==> config.mk <==
export PLATFORM = sky130hd
export DESIGN_NAME = rv32i_writeback
export DESIGN_NICKNAME = d
export VERILOG_FILES = /design/src/rtl/rv32i_pkg.sv /design/src/rtl/rv32i_wb_fifo.sv /design/src/rtl/rv32i_writeback.sv
export SDC_FILE = /design/constraint.sdc
export NUM_CORES = 1
export LEC_CHECK = 0
export ABC_AREA = 1
export BUFFER_PORTS_ARGS = -buffer_cell sky130_fd_sc_hd__buf_2
export CORE_MARGIN = 5
export CORE_UTILIZATION = 55
export CTS_BUF_LIST = sky130_fd_sc_hd__clkbuf_4
export DETAILED_ROUTE_END_ITERATION = 16
export PLACE_DENSITY = 0.8
export SYNTH_ARGS = -nofsm -noshare
export SYNTH_HDL_FRONTEND = slang
export SYNTH_SLANG_ARGS = --single-unit
export TNS_END_PERCENT = 1
==> constraint.sdc <==
create_clock -name clk -period 3.7 [get_ports clk]
set_input_delay 0 -clock clk [delete_from_list [all_inputs] [get_ports clk]]
set_output_delay 0 -clock clk [all_outputs]
set_load 0.005 [all_outputs]
==> src/rtl/rv32i_pkg.sv <==
// rtl/rv32i_pkg.sv - shared rv32i load encodings and writeback FIFO entry layout
package rv32i_pkg;

    typedef enum logic [2:0] {
        F3_LB  = 3'b000,
        F3_LH  = 3'b001,
        F3_LW  = 3'b010,
        F3_LBU = 3'b100,
        F3_LHU = 3'b101
    } load_funct3_e;

    // funct3 kept as raw bits so illegal encodings survive until pop
    typedef struct packed {
        logic [31:0] rdata;
        logic [1:0]  addr_lo;
        logic [2:0]  funct3;
        logic [4:0]  rd;
    } load_entry_t;

    localparam int LOAD_ENTRY_W = $bits(load_entry_t);

endpackage

==> src/rtl/rv32i_wb_fifo.sv <==
// rtl/rv32i_wb_fifo.sv - load-response FIFO with occupancy count, power-of-two depth
module rv32i_wb_fifo #(
    parameter int DEPTH = 2,
    parameter int WIDTH = 42,
    parameter int CNT_W = $clog2(DEPTH + 1)
) (
    input  logic             clk,
    input  logic             resetn,
    input  logic             push,
    input  logic [WIDTH-1:0] din,
    input  logic             pop,
    output logic [WIDTH-1:0] dout,
    output logic             full,
    output logic             empty,
    output logic [CNT_W-1:0] count
);

    localparam int PTR_W = (DEPTH > 1) ? $clog2(DEPTH) : 1;

    logic [WIDTH-1:0] mem_q [DEPTH];
    logic [WIDTH-1:0] mem_d [DEPTH];
    logic [PTR_W-1:0] wr_ptr_q, wr_ptr_d;
    logic [PTR_W-1:0] rd_ptr_q, rd_ptr_d;
    logic [CNT_W-1:0] count_q, count_d;
    logic             do_push;
    logic             do_pop;

    assign full    = (count_q == CNT_W'(DEPTH));
    assign empty   = (count_q == '0);
    assign count   = count_q;
    assign dout    = mem_q[rd_ptr_q];
    assign do_push = push && !full;
    assign do_pop  = pop && !empty;

    // pointers wrap for free because DEPTH is a power of two
    always_comb begin
        mem_d    = mem_q;
        wr_ptr_d = wr_ptr_q;
        rd_ptr_d = rd_ptr_q;
        count_d  = count_q + CNT_W'(do_push) - CNT_W'(do_pop);
        if (do_push) begin
            mem_d[wr_ptr_q] = din;
            wr_ptr_d        = wr_ptr_q + PTR_W'(1);
        end
        if (do_pop) begin
            rd_ptr_d = rd_ptr_q + PTR_W'(1);
        end
    end

    always_ff @(posedge clk) begin
        mem_q <= mem_d;
        if (!resetn) begin
            wr_ptr_q <= '0;
            rd_ptr_q <= '0;
            count_q  <= '0;
        end else begin
            wr_ptr_q <= wr_ptr_d;
            rd_ptr_q <= rd_ptr_d;
            count_q  <= count_d;
        end
    end

endmodule

==> src/rtl/rv32i_writeback.sv <==
// rtl/rv32i_writeback.sv - register-file writeback arbiter for ALU results and buffered loads
module rv32i_writeback
    import rv32i_pkg::*;
#(
    parameter int LOAD_FIFO_DEPTH = 2,
    parameter int STARVE_LIMIT    = 4
) (
    input  logic        clk,
    input  logic        reset,
    input  logic        alu_valid,
    output logic        alu_ready,
    input  logic [31:0] alu_data,
    input  logic [4:0]  alu_rd,
    input  logic        load_valid,
    output logic        load_ready,
    input  logic [31:0] load_rdata,
    input  logic [1:0]  load_addr_lo,
    input  logic [2:0]  load_funct3,
    input  logic [4:0]  load_rd,
    output logic [31:0] write_data,
    output logic [4:0]  write_register,
    output logic        write_enable,
    output logic        load_error,
    output logic        wb_busy
);

    localparam int STARVE_W = $clog2(STARVE_LIMIT + 1);
    localparam logic [STARVE_W-1:0] STARVE_MAX = STARVE_W'(STARVE_LIMIT);
    localparam int CNT_W = $clog2(LOAD_FIFO_DEPTH + 1);

    load_entry_t         push_entry;
    load_entry_t         head;
    logic                fifo_full;
    logic                fifo_empty;
    logic [CNT_W-1:0]    fifo_count;
    logic                alu_accept;
    logic                load_pop;
    logic                load_push;

    logic [STARVE_W-1:0] starve_q, starve_d;
    logic [31:0]         write_data_q, write_data_d;
    logic [4:0]          write_register_q, write_register_d;
    logic                write_enable_q, write_enable_d;
    logic                load_error_q, load_error_d;

    logic [7:0]          byte_v;
    logic [15:0]         half_v;
    logic [31:0]         load_fmt;
    logic                load_bad;

    assign push_entry = '{rdata: load_rdata, addr_lo: load_addr_lo,
                          funct3: load_funct3, rd: load_rd};

    assign load_ready = reset && !fifo_full;
    assign load_push  = load_valid && load_ready;

    // head wins by default; ALU takes the slot when FIFO is empty or the load stream has hogged it
    assign alu_ready  = reset && alu_valid && (fifo_empty || starve_q == STARVE_MAX);
    assign alu_accept = alu_ready;
    assign load_pop   = reset && !fifo_empty && !alu_accept;

    rv32i_wb_fifo #(
        .DEPTH (LOAD_FIFO_DEPTH),
        .WIDTH (LOAD_ENTRY_W),
        .CNT_W (CNT_W)
    ) u_fifo (
        .clk    (clk),
        .resetn (reset),
        .push   (load_push),
        .din    (push_entry),
        .pop    (load_pop),
        .dout   (head),
        .full   (fifo_full),
        .empty  (fifo_empty),
        .count  (fifo_count)
    );

    always_comb begin
        case (head.addr_lo)
            2'd0:    byte_v = head.rdata[7:0];
            2'd1:    byte_v = head.rdata[15:8];
            2'd2:    byte_v = head.rdata[23:16];
            default: byte_v = head.rdata[31:24];
        endcase
        half_v   = head.addr_lo[1] ? head.rdata[31:16] : head.rdata[15:0];
        load_fmt = '0;
        load_bad = 1'b0;
        case (load_funct3_e'(head.funct3))
            F3_LB:  load_fmt = {{24{byte_v[7]}}, byte_v};
            F3_LBU: load_fmt = {24'd0, byte_v};
            F3_LH: begin
                load_fmt = {{16{half_v[15]}}, half_v};
                load_bad = head.addr_lo[0];
            end
            F3_LHU: begin
                load_fmt = {16'd0, half_v};
                load_bad = head.addr_lo[0];
            end
            F3_LW: begin
                load_fmt = head.rdata;
                load_bad = (head.addr_lo != 2'd0);
            end
            default: load_bad = 1'b1;
        endcase
    end

    always_comb begin
        starve_d = starve_q;
        if (!alu_valid || alu_accept) begin
            starve_d = '0;
        end else if (load_pop && starve_q != STARVE_MAX) begin
            starve_d = starve_q + STARVE_W'(1);
        end
    end

    // data/register only move on a real write so they hold otherwise
    always_comb begin
        write_enable_d   = 1'b0;
        load_error_d     = 1'b0;
        write_data_d     = write_data_q;
        write_register_d = write_register_q;
        if (alu_accept) begin
            if (alu_rd != 5'd0) begin
                write_enable_d   = 1'b1;
                write_data_d     = alu_data;
                write_register_d = alu_rd;
            end
        end else if (load_pop) begin
            if (load_bad) begin
                load_error_d = 1'b1;
            end else if (head.rd != 5'd0) begin
                write_enable_d   = 1'b1;
                write_data_d     = load_fmt;
                write_register_d = head.rd;
            end
        end
    end

    always_ff @(posedge clk) begin
        if (!reset) begin
            starve_q         <= '0;
            write_enable_q   <= 1'b0;
            load_error_q     <= 1'b0;
            write_data_q     <= '0;
            write_register_q <= '0;
        end else begin
            starve_q         <= starve_d;
            write_enable_q   <= write_enable_d;
            load_error_q     <= load_error_d;
            write_data_q     <= write_data_d;
            write_register_q <= write_register_d;
        end
    end

    assign write_data     = write_data_q;
    assign write_register = write_register_q;
    assign write_enable   = write_enable_q;
    assign load_error     = load_error_q;
    assign wb_busy        = (fifo_count != '0) || write_enable_q;

endmodule
Word level (Yosys, flattened, before mapping). Cells that the tools add are included.

Multiply operators: 0. Add/subtract/negate cells: 5. Divide/modulo/power cells: 0. Bitwise logic cells: 4. Eq/ne operators: 11. Shifts and indexed selects: 0. Reductions and logical operators: 31. Order comparisons: 3. Muxes and demuxes: 26.

Operators with widths (number): $mux W42 (4); $mux W32 (5); $pmux W32 S5 (1); $bwmux W84 (1); $demux W42 S1 (1); $mux W5 (5); $pmux W8 S3 (1); $mux W16 (1); $logic_and A1 B1 Y1 (10); $reduce_bool A5 Y1 (2); $eq A3 B3 Y1 const B (3); $reduce_bool A2 Y1 (4); $mux W1 (6); $reduce_or A2 Y1 (3); $eq A2 B2 Y1 const B (2); $ge A2 B2 Y1 const B (2); $logic_not A1 Y1 (4); $logic_not A2 Y1 (2); $not A1 Y2 (2); $reduce_and A4 Y1 (1); $add A3 B1 Y3 const B (1); $eq A3 B1 Y1 const B (1); $eq A3 B2 Y1 const B (1); $logic_not A3 Y1 (1); 12 further kinds (16).

Flip-flop bits (word level): 130. Bits in latches: 0. Bits of input ports: 83. ROM bits: 0. Memories kept: 0. Memory bits (writable): 0.

Depth between registers and ports, before layout. Gate-level depths: netlist of run 1.

Depth after elaboration: 11. Mapped depth: 15.

By module. A second synthesis of run 1 with hierarchy kept.

Cell total of the unflattened synthesis: 792. Area total of the unflattened synthesis: 6875.3 um^2.

By module, submodules not included: rv32i_wb_fifo (area each 3453.3 um^2, seq. area each 2602.5 um^2, instances 1, cells an instance 167); rv32i_writeback (area each 3422.0 um^2, seq. area each 840.8 um^2, instances 1, cells an instance 625).

Worst setup path before layout of run 1. Ideal clock, no wire load.

Kind: register to register. Start point: register u_fifo.count_q[0] (netlist: u_fifo.count[0]). End point: register u_fifo.mem_q[0] (netlist bit), enable pin. Data arrival time: 2461 ps. Path slack: 798 ps. Data required time: 3259 ps. Clock period less this slack: 2902 ps. Stages on the path, launching flop included: 5. Path through: dfxtp_1 > inv_1 > a21oi_1 > nand2_1 > nor2_1.

Word-level cells in the longest chain between the ends: 5.

Ends and longest elaborated chain: start: declaration (RTL line rv32i_wb_fifo.sv:24) `logic [CNT_W-1:0] count_q, count_d;`; start signal: assignment (RTL line rv32i_wb_fifo.sv:59) `count_q <= count_d;`; $eq A2 B2 Y1 (RTL line rv32i_wb_fifo.sv:28) `assign full = (count_q == CNT_W'(DEPTH));`; $logic_not A1 Y1 (RTL line rv32i_writeback.sv:54) `assign load_ready = reset && !fifo_full;`; $logic_and A1 B1 Y1 (RTL line rv32i_writeback.sv:54); named net load_ready (RTL line rv32i_writeback.sv:15) `output logic load_ready,`; $logic_and A1 B1 Y1 (RTL line rv32i_writeback.sv:55) `assign load_push = load_valid && load_ready;`; $logic_and A1 B1 Y1 (RTL line rv32i_wb_fifo.sv:32) `assign do_push = push && !full;`; end signal: assignment (RTL line rv32i_wb_fifo.sv:51) `mem_q <= mem_d;`; end: declaration (RTL line rv32i_wb_fifo.sv:20) `logic [WIDTH-1:0] mem_q [DEPTH];`.

The timed path passes the listed nets, and every way through them passes these cells. A chain may end at the register's enable or synchronous reset.

Worst setup path in the final report of run 1.
Start point: register u_fifo.rd_ptr_q. End point: register write_register_q[2] (netlist: write_register[2]).

Word-level cells in the longest chain between the ends: 9. Elaborated cells on any way between the ends: 21. Those cells by class: 5 x eq/ne; 8 x mux; 1 x bitwise; 7 x reduce/logical.

Ends and longest elaborated chain: start: declaration (RTL line rv32i_wb_fifo.sv:23) `logic [PTR_W-1:0] rd_ptr_q, rd_ptr_d;`; start signal: assignment (RTL line rv32i_wb_fifo.sv:58) `rd_ptr_q <= rd_ptr_d;`; $not A1 Y2 (implied by the code) (*) (RTL line rv32i_wb_fifo.sv:31) `assign dout = mem_q[rd_ptr_q];`; $mux W42 (implied by the code) (*) (3 in series) (RTL line rv32i_wb_fifo.sv:31); $eq A3 B3 Y1 (tied with other cells) (RTL line rv32i_writeback.sv:88) `case (load_funct3_e'(head.funct3))`; $reduce_or A2 Y1 (no source line); $pmux W1 S3 (RTL line rv32i_writeback.sv:88); $ne A2 B2 Y1 (no source line); $reduce_and A4 Y1 (no source line); end signal: assignment (RTL line rv32i_writeback.sv:151) `write_register_q <= write_register_d;`; end: declaration (RTL line rv32i_writeback.sv:42) `logic [4:0] write_register_q, write_register_d;`.

Every way passes the cells marked *; elsewhere a longest branch is shown, timed or not. The select of a mux whose other input is x is not followed.

==> results of run 1 <==
[worst paths after layout]
| path | slack (ns) | cells after the start | endpoint |
|---|---|---|---|
| hold reg to reg | 0.46 | 1 | starve_q[0]$_SDFFE_PP0P_ |
| setup / recovery | 0.61 | 12 | write_register[2]$_SDFFE_PN0P_ |
| setup reg to reg | 0.61 | 12 | write_register[2]$_SDFFE_PN0P_ |
| hold / removal | 0.19 | 2 | u_fifo.mem_q[11]$_DFFE_PP_ |
[timing repair]
action,CTS,global route
hold buffers,82,0
endpoints found under the hold margin,129,0
resized for setup,0,0
[cell usage in the layout, fill, tap and decap left out, types with 2 or more instances in the layout]
cell type and instances:
nand2_1 354, nor2_1 134, buf_2 124, inv_1 114, edfxtp_1 84, dlygate4sd3_1 82, dfxtp_1 45, nand3_1 41
o21ai_0 29, a21oi_1 22, clkbuf_4 18, buf_4 7, nand2_2 6, clkinv_1 5, nor2_4 4, o21ai_1 4
or2_2 4, ha_1 4, o21ai_2 3, clkinvlp_4 3, inv_2 2, nand2_4 2, nand3_2 2, nor2_2 2
nand4_1 2, bufinv_16 2, clkinv_2 2
[worst register-to-register path, cell delays in order (launching register included)]
cell and delay (ns):
dfxtp_2 0.58, inv_2 0.24, nand2_1 0.13, nand2_2 0.30
nand2_1 0.20, nand3_1 0.16, nand3_2 0.14, nand2_4 0.12
nand2_8 0.33, nand2_1 0.10, nand2_1 0.07, nor2_1 0.04
dlygate4sd3_1 0.57
[per-layer routing]
| metal | share of wire | routed length, um | vias to the layer above | global-route usage |
|---|---|---|---|---|
| met5 | 0 | 0 | - | 0 |
| met4 | 0.021 | 350 | 0 | 0.0892 |
| met3 | 0.074 | 1240 | 31 | 0.0571 |
| met2 | 0.45 | 7530 | 245 | 0.358 |
| met1 | 0.46 | 7680 | 2703 | 0.322 |
| li1 | - | - | 3182 | - |
[state kept, by name, indices dropped and copies added, names as in the netlist]
register and cells:
write_register 5, load_error 1, starve_q 3, u_fifo.wr_ptr_q 1, u_fifo.mem_q 84, u_fifo.count 2, write_enable 1, u_fifo.rd_ptr_q 1
write_data 32
[area by class of cell]
cell class,instances,share of cell area
flip-flops and latches,130,0.407
well taps,147,0.0217
repair buffers,213,0.177
clock buffers,18,0.0160
clock inverters,13,0.0142
inverters,116,0.0515
diodes,1,0.000296
multi-input cells,621,0.313
[per-stage QoR]
stage	worst slack [ns]	total power, mW	hold slack [ns]
2_1_floorplan	0.798	3.50	0.0989
3_3_place_gp	1.24	3.98	0.188
3_5_place_dp	1.20	4.01	0.191
4_1_cts	0.662	4.97	0.127
5_1_grt	0.379	5.41	0.131
6_report	0.611	5.00	0.187
[power groups by stage]
stage | sequential, mW | combinational (mW) | clock (mW)
after floorplan | 1.95 | 1.55 | 0
after CTS | 1.93 | 2.13 | 0.911
after detailed placement | 1.96 | 2.05 | 0
after global placement | 1.96 | 2.02 | 0
after global routing | 1.96 | 2.47 | 0.981
final | 1.93 | 2.17 | 0.895
[kinds of logic (layout without fill, tap and decap cells)]
kind of cell               Yosys count  in the layout  share of synthesized area
AOI/OAI and AO/OA                   59             59                     0.0459
adders and majority gates            4              4                    0.00741
other                                0              1                          0
xor gates and xnor gates             2              2                    0.00259
and+or+nand+nor                    556            556                      0.333
DFF                                130            130                      0.510
buffers and inverters              158            360                      0.102
==> flow_metrics.tcl, run 1 <==
set metrics [dict create \
    worstPathRequired_ns 4.11 \
    worst_ir_drop_on_vdd_mv 0.314 \
    final_area_um2 8460 \
    min_from "load_rdata[1]" \
    ctsRootBufferMaster "clkbuf_4" \
    tritoncts_buffers 17 \
    netlist_top_cells_area "edfxtp_1 (37%), nand2_1 (20%), dfxtp_1 (14%), nor2_1 (7.6%), inv_1 (6.3%)" \
    first_global_vias 5554 \
    globalplace.congestion 0.918 \
    area_of_the_multi_input_gates_um2 2650 \
    die_h_um 121 \
    timing.rr.start "u_fifo.rd_ptr_q$_SDFFE_PN0P_" \
    fillCellCount 955 \
    fp.dieW_um 121 \
    wire_per_inst_um 13.3 \
    die-area_um2 14600 \
    run_status "complete, no violations" \
    power.share.switching 0.409 \
    postPlaceCellArea_um2 7380 \
    largest_driver_fanout_on_the_critical_path 64 \
    dp_hpwl_mm 11.0 \
    crit_path_frequent_cell "nand2_1" \
    edff_count_synth 84 \
    timing.critical_path.to_type "flip-flop" \
    worstPathCellList "inv_2 > nand2_1 > nand2_2 > nand2_1 > nand3_1 > nand3_2 > nand2_4 > nand2_8 > nand2_1 > nand2_1 > nor2_1 > dlygate4sd3_1" \
    fmax_mhz 324 \
    synthesis.instances 909 \
    crit_slowest_cell "dfxtp_2" \
    cts_htree_levels 4 \
    pin_count_of_the_biggest_net_entering_global_routing 65 \
    layout-drive-gt1-share 0.167 \
    grt_overflow_total 0 \
    leakagePower_nw 4.23 \
    route.detailed.vias_per_inst 4.89 \
    p_per_area_nw_per_um2 591 \
    cts.repair_timing.setup_buffer_count 0 \
    grt_usage 0.234 \
    share_comb_of_total_power 0.434 \
    fin_tns_setup_ns 0 \
    hold_path.class "in2reg" \
    synth.cells.most_frequent "nand2_1 (354), nor2_1 (136), inv_1 (114), edfxtp_1 (84), dfxtp_1 (46)" \
    worst_path_largest_cell_delay_ns 0.58 \
    tritoncts_num_sinks 130 \
    antenna_found_initial 1 \
    timing.critical_path.buf_inv 2 \
    port_buffers 124 \
    syn-num-nets 996 \
    drtAntennaViolNets 0 \
    clkSlewWorstSetupHoldPaths_ns 0.12 \
    initial_detailed_routing_violation_count 721 \
    core_area_um2 12000 \
    timing.clock.skew_ns 0.0206 \
    effective_utilization_at_floorplan 0.563 \
    synthesis.yosys.warnings 0 \
    grt_first_pass_wirelength_mm 26.9 \
    grt_setup_unrepaired "false" \
    final_nets 1186 \
    worst-endpoint-arrival_ns 3.50 \
    maxSlewViolCount 0 \
    post-route-period-util 0.835 \
    ys_seq_area_frac 0.510 \
    synth.largest_area_cell "edfxtp_1" \
    final-setup-viol-count 0 \
    seq_area_um2 3440 \
    minimum_clock_period_ns 3.09 \
    syn-cell-area_um2 6760 \
    cpLargestDelayFamily "simple AND/OR/NAND/NOR gates" \
    cell_internal_pwr_mw 2.96 \
    synth.distinct_cells 32 \
    layout.core_utilization 0.704 \
    clock_tree_from_tritoncts "done" \
    core.rowCount 40 \
    async_reset_ff_frac 0 \
    synthMostInstantiatedCell "nand2_1" \
    power.share.sequential 0.387 \
    clkPwrFrac 0.179 \
    dr.pass1.iters 5 \
    worstMarginPinSlew_ns 0.610 \
    clk_latency_ns 0.53 \
    synth.avg_cell_area_um2 7.43 \
    final_wirelength_mm 16.8 \
    hold_viol 0 \
    critical_path.startpoint "u_fifo.rd_ptr_q$_SDFFE_PN0P_" \
    maxSlewHeadroom 0.589 \
    synth.top_cell.area_share 0.373 \
    cap_viol_max_count 0 \
    synth.ff_latch_count 130 \
    ys_dominant_reg_cell "edfxtp_1" \
    dpl.cell_count 1145 \
    crit_path_start_kind "flip-flop" \
    drc 0 \
    final_non_filler_cells 1259 \
    worstSetupPathType "reg2reg" \
    ctsLongestPathBuffers 2 \
    area_growth_syn_to_fin_pct 25.2 \
    io_pins 125 \
    switching_power_summed_over_all_nets_mw 2.04 \
    vias 6161 \
]
No activity file was read; power rests on OpenSTA's default activity.
==> run 2: changes to the inputs <==
--- a/config.mk
+++ b/config.mk
@@ -8,10 +8,10 @@
 export ABC_AREA = 1
 export BUFFER_PORTS_ARGS = -buffer_cell sky130_fd_sc_hd__buf_2
 export CORE_MARGIN = 5
-export CORE_UTILIZATION = 55
+export CORE_UTILIZATION = 52
 export CTS_BUF_LIST = sky130_fd_sc_hd__clkbuf_4
 export DETAILED_ROUTE_END_ITERATION = 16
-export PLACE_DENSITY = 0.8
+export PLACE_DENSITY = 0.79
 export SYNTH_ARGS = -nofsm -noshare
 export SYNTH_HDL_FRONTEND = slang
 export SYNTH_SLANG_ARGS = --single-unit
==> constraint.sdc (replaced) <==
create_clock -name clk -period 2.75 [get_ports clk]
set_input_delay 0 -clock clk [delete_from_list [all_inputs] [get_ports clk]]
set_output_delay 0 -clock clk [all_outputs]
set_load 0.005 [all_outputs]
==> flow_metrics.tcl, run 2 (synthesized netlist as in run 1, its figures left out) <==
set metrics [dict create \
    tritoncts_buffers 17 \
    grt_usage 0.241 \
    timing.critical_path.to_type "flip-flop" \
    drc 0 \
    final-setup-viol-count 0 \
    worst_path_largest_cell_delay_ns 0.54 \
    first_global_vias 5817 \
    worstPathCellList "inv_1 > ha_1 > nand2_1 > inv_1 > nor2_1 > nor2_4 > inv_2 > buf_6 > nand2_4 > nand2_8 > nand2_1 > nand2_1 > nor2_1 > dlygate4sd3_1" \
    timing.clock.skew_ns 0.0134 \
    cts_htree_levels 4 \
    clkSlewWorstSetupHoldPaths_ns 0.12 \
    crit_slowest_cell "dlygate4sd3_1" \
    final_nets 1192 \
    grt_most_used_layer "met2" \
    die_h_um 124 \
    vias 6242 \
    initial_detailed_routing_violation_count 731 \
    minimum_clock_period_ns 2.57 \
    hold_viol 0 \
    port_buffers 124 \
    area_growth_syn_to_fin_pct 28.4 \
    layout.core_utilization 0.685 \
    placement.setup.worst_slack_ns 0.544 \
    worstPathRequired_ns 3.21 \
    core_area_um2 12700 \
    tritoncts_num_sinks 130 \
    antenna_found_initial 1 \
    post-route-period-util 0.935 \
    clock_tree_from_tritoncts "done" \
    worst_hold_slack_ns 0.164 \
    run_status "complete, no violations" \
    core.rowCount 41 \
    maxSlewHeadroom 0.546 \
    fmax_mhz 389 \
    grt_first_pass_wirelength_mm 28.1 \
    drtAntennaViolNets 0 \
    global_route.usage.met3 0.0609 \
    leakagePower_nw 4.31 \
    cap_viol_max_count 0 \
    effective_utilization_at_floorplan 0.533 \
    fillCellCount 1026 \
    p_per_area_nw_per_um2 827 \
    worst-endpoint-arrival_ns 3.03 \
    dr.pass1.iters 5 \
    worst_ir_drop_on_vdd_mv 0.467 \
    fp.dieW_um 124 \
    ctsRootBufferMaster "clkbuf_4" \
    route.detailed.vias_per_inst 4.84 \
    worstSetupPathType "reg2reg" \
    crit_path_start_kind "flip-flop" \
    crit_path_frequent_cell "nand2_1" \
    grt_overflow_total 0 \
    largest_driver_fanout_on_the_critical_path 32 \
    wire_per_inst_um 14.2 \
    finalWorstSetupSlack_ns 0.178 \
    final_wirelength_mm 18.3 \
    layout-drive-gt1-share 0.174 \
    largest_register_ffs 84 \
    hold_path.class "in2reg" \
    met2_usage 0.409 \
    final_common_cell "nand2_1" \
    worstMarginPinSlew_ns 0.674 \
    dp_hpwl_mm 11.3 \
    maxSlewViolCount 0 \
    globalplace.congestion 0.893 \
    use_met1 0.298 \
    clk_latency_ns 0.55 \
    io_pins 125 \
    pin_count_of_the_biggest_net_entering_global_routing 65 \
    seq_area_um2 3440 \
    top_register_by_number_of_flip_flops "u_fifo.mem_q" \
    die-area_um2 15400 \
    ctsLongestPathBuffers 2 \
    final_cell_mix "nand2_1 (354), nor2_1 (134), buf_2 (124), inv_1 (114), edfxtp_1 (84)" \
    area_of_the_multi_input_gates_um2 2660 \
]
==> run 2: cell types whose count changed in the layout (fill, tap and decap cells not counted), sizes merged <==
cell,delta
dlygate4sd3,+1
clkinv,-2
buf,+3
clkinvlp,+1
nand2,+1
bufinv,+3
==> run 2: timing repair <==
item / CTS / global route
setup buffers: 0 / 0
resized for setup: 0 / 5
endpoints found under the hold margin: 129 / 0
endpoints found under the setup margin: 0 / 1
hold buffers: 83 / 0
==> run 2: path summary, 6_finish.rpt <==
check | from | endpoint | slack [ns] | cells past startpoint
hold / removal | load_rdata[19] | u_fifo.mem_q[29]$_DFFE_PP_ | 0.16 | 2
setup / recovery | starve_q[0]$_SDFFE_PP0P_ | write_data[28]$_SDFFE_PN0P_ | 0.18 | 14
setup reg to reg | starve_q[0]$_SDFFE_PP0P_ | write_data[28]$_SDFFE_PN0P_ | 0.18 | 14
hold reg to reg | starve_q[0]$_SDFFE_PP0P_ | starve_q[0]$_SDFFE_PP0P_ | 0.46 | 1
==> run 2: metal layers <==
metal / wire length [um] / share of wire
met5: 0 / 0
met4: 496 / 0.027
met3: 1440 / 0.079
met2: 8670 / 0.47
met1: 7700 / 0.42
==> run 2: layout make-up <==
cell class / count / share of cell area
clock buffers: 17 / 0.0147
repair buffers: 218 / 0.181
flip-flops and latches: 130 / 0.397
diodes: 1 / 0.000288
clock inverters: 15 / 0.0248
well taps: 172 / 0.0248
inverters: 116 / 0.0508
multi-input cells: 622 / 0.307
==> run 2: critical path, delay by kind of cell, from the launching register on <==
kind                     cells  cell delay, ns
buffers and inverters        5            0.98
adder cells (fa/ha/maj)      1            0.19
flip-flops                   1            0.37
AND/OR/NAND/NOR              8            0.90
==> run 2: report_power, final <==
| part | total [mW] | switching [mW] | internal [mW] |
|---|---|---|---|
| sequential | 2.59 | 0.169 | 2.42 |
| combinational | 3.06 | 1.97 | 1.09 |
| clock | 1.52 | 0.718 | 0.803 |
==> run 2: through the flow <==
step	instance area, um2	TNS (ns)	total power, mW	std cells
after detailed placement	7450	0	5.44	1173
after CTS	8620	0	7.06	1288
final	8670	0	7.18	1291
after global placement	7450	0	5.41	1173
after global routing	8670	-0.00773	7.73	1291
after floorplan	6760	-12.77	4.71	909
==> run 3: changes to the inputs <==
--- a/config.mk
+++ b/config.mk
@@ -11,8 +11,9 @@
 export CORE_UTILIZATION = 52
 export CTS_BUF_LIST = sky130_fd_sc_hd__clkbuf_4
 export DETAILED_ROUTE_END_ITERATION = 16
-export PLACE_DENSITY = 0.79
+export PLACE_DENSITY = 0.89
 export SYNTH_ARGS = -nofsm -noshare
 export SYNTH_HDL_FRONTEND = slang
+export SYNTH_HIERARCHICAL = 1
 export SYNTH_SLANG_ARGS = --single-unit
 export TNS_END_PERCENT = 1
==> constraint.sdc (replaced) <==
create_clock -name clk -period 2.1 [get_ports clk]
set_input_delay 0 -clock clk [delete_from_list [all_inputs] [get_ports clk]]
set_output_delay 0 -clock clk [all_outputs]
set_load 0.005 [all_outputs]
==> flow_metrics.tcl, run 3 <==
set metrics [dict create \
    syn-num-nets 879 \
    synth.cells.most_frequent "nand2_1 (184), nor2_1 (164), inv_1 (88), edfxtp_1 (84), dfxtp_1 (46)" \
    synthMostInstantiatedCell "nand2_1" \
    grt_usage 0.223 \
    synth.avg_cell_area_um2 8.68 \
    ys_dominant_reg_cell "edfxtp_1" \
    hold_path.class "in2reg" \
    postPlaceCellArea_um2 7710 \
    fillCellCount 959 \
    seq_area_um2 3450 \
    final-setup-viol-count 0 \
    effective_utilization_at_floorplan 0.525 \
    cap_viol_max_count 0 \
    hold_viol 0 \
    final_cell_mix "nand2_1 (182), nor2_1 (161), buf_2 (124), inv_1 (86), edfxtp_1 (84)" \
    ctsLongestPathBuffers 2 \
    worst_ir_drop_on_vdd_mv 0.518 \
    vias 5958 \
    maxSlewHeadroom 0.753 \
    layout-drive-gt1-share 0.263 \
    tritoncts_buffers 17 \
    dr.pass1.iters 7 \
    final_wirelength_mm 17.2 \
    clkSlewWorstSetupHoldPaths_ns 0.12 \
    worstPathRequired_ns 2.60 \
    minimum_clock_period_ns 1.98 \
    dpl.cell_count 1084 \
    clock_tree_from_tritoncts "done" \
    crit_path_start_kind "flip-flop" \
    first_global_vias 5935 \
    largest_register_ffs 84 \
    die-area_um2 15600 \
    timing.clock.skew_ns 0.0261 \
    timing.critical_path.to_type "flip-flop" \
    io_pins 125 \
    drtAntennaViolNets 0 \
    worst_hold_slack_ns 0.0868 \
    maxSlewViolCount 0 \
    fmax_mhz 505 \
    grt_setup_unrepaired "true" \
    worst-endpoint-arrival_ns 2.48 \
    cts_htree_levels 4 \
    drc 0 \
    area_growth_syn_to_fin_pct 29.0 \
    area_of_the_multi_input_gates_um2 2800 \
    edff_count_synth 84 \
    die_h_um 125 \
    dp_hpwl_mm 11.6 \
    worstMarginPinSlew_ns 0.370 \
    port_buffers 124 \
    final_area_um2 8870 \
    final_common_cell "nand2_1" \
    core.rowCount 42 \
    core_area_um2 13100 \
    design_power_total_mw 6.37 \
    grt_overflow_total 0 \
    globalplace.congestion 0.943 \
    worstSetupPathType "reg2reg" \
    ys_seq_area_frac 0.501 \
    clk_latency_ns 0.55 \
    initial_detailed_routing_violation_count 565 \
    route.detailed.vias_per_inst 4.97 \
    p_per_area_nw_per_um2 718 \
    synth.largest_area_cell "edfxtp_1" \
    ctsRootBufferMaster "clkbuf_4" \
    largest_driver_fanout_on_the_critical_path 21 \
    synthesis.instances 792 \
    critical_path.startpoint "u_fifo/rd_ptr_q$_SDFFE_PN0P_" \
    final_nets 1097 \
    async_reset_ff_frac 0 \
    synth.distinct_cells 34 \
    final_non_filler_cells 1200 \
    timing.rr.start "u_fifo/rd_ptr_q$_SDFFE_PN0P_" \
    tritoncts_num_sinks 130 \
    post-route-period-util 0.943 \
    synth.top_cell.area_share 0.367 \
    min_from "load_valid" \
    grt_first_pass_wirelength_mm 28.6 \
    run_status "complete, no violations" \
    netlist_top_cells_area "edfxtp_1 (37%), dfxtp_1 (13%), nand2_1 (10%), nor2_1 (9.0%), mux2_4 (8.3%)" \
    syn-cell-area_um2 6880 \
    top_register_by_number_of_flip_flops "u_fifo/mem_q" \
    fp.dieW_um 125 \
    synthesis.yosys.warnings 6 \
    synth.ff_latch_count 130 \
    pin_count_of_the_biggest_net_entering_global_routing 63 \
    wire_per_inst_um 14.3 \
    antenna_found_initial 1 \
    leakagePower_nw 4.17 \
]
run 3: cell count changes after synthesis, moves of 4 or more:
cell	delta
nand4_1	+27
nand3_1	-20
buf_12	+4
o21ai_1	+7
o21ai_0	-16
mux2_4	+38
nor2_1	+28
a21oi_1	+15
mux2_2	+4
nand2_1	-170
inv_2	+5
or2_2	-4
inv_1	-26
buf_2	-11
run 3: routing by layer:
| layer | share of wire | wire length (um) | global-route usage | vias up |
|---|---|---|---|---|
| met5 | 0 | 0 | 0 | - |
| met4 | 0.024 | 407 | 0.0842 | 0 |
| met3 | 0.080 | 1370 | 0.0627 | 36 |
| met2 | 0.46 | 7960 | 0.358 | 278 |
| met1 | 0.43 | 7470 | 0.289 | 2651 |
| li1 | - | - | - | 2993 |
run 3: power by group:
part	leakage [nW]	total [mW]	switching [mW]	internal, mW
logic	2.87	1.60	0.884	0.716
registers	1.15	3.10	0.122	2.98
clock network	0.148	1.67	0.954	0.716
total	4.17	6.37	1.96	4.41
run 3: metrics by stage:
stage	utilization	setup TNS, ns	setup slack (ns)
6_report	0.678	0	0.119
5_1_grt	0.678	-0.0497	-0.0214
4_1_cts	0.673	0	0.0304
3_5_place_dp	0.589	0	0.0603
3_3_place_gp	0.589	0	0.123
2_1_floorplan	-	-4.38	-0.104
run 3: worst max-delay path: stages (launching register included):
cell and delay [ns]:
dfxtp_4 0.44, mux2_4 0.33, nor2_1 0.20, nand2_1 0.18, buf_4 0.24, o21ai_0 0.09
a21oi_1 0.08, a21oi_1 0.24, nor2_1 0.07, nor2_1 0.08
run 3: path summary, 6_finish.rpt:
kind                            cells after the start                              to  slack [ns]
worst max-delay path                                9      write_data[0]$_SDFFE_PN0P_        0.12
worst min-delay path                                5    u_fifo/wr_ptr_q$_SDFFE_PN0P_        0.09
worst max register to register                      9      write_data[0]$_SDFFE_PN0P_        0.12
worst min register to register                      2  write_register[3]$_SDFFE_PN0P_        0.50
run 3: final cells by class:
class | instances | share of cell area
Sequential cell | 130 | 0.389
Inverter | 98 | 0.0429
Clock inverter | 15 | 0.0178
Antenna cell | 1 | 0.000282
Timing Repair Buffer | 236 | 0.195
Tap cell | 176 | 0.0248
Multi-Input combinational cell | 527 | 0.316
Clock buffer | 17 | 0.0144
run 3: kinds of logic after synthesis:
logic type      synth area share
compound gates            0.0470
flops                      0.501
buf+inv                   0.0974
xor+xnor                 0.00127
fa+ha+maj                0.00728
mux                       0.0895
simple gates               0.257
run 3: repair_timing:
item,in CTS,in global routing
hold endpoints to repair,128,0
buffers inserted,0,2
gates resized for setup,0,19
setup endpoints to repair,0,76
hold buffers,81,0
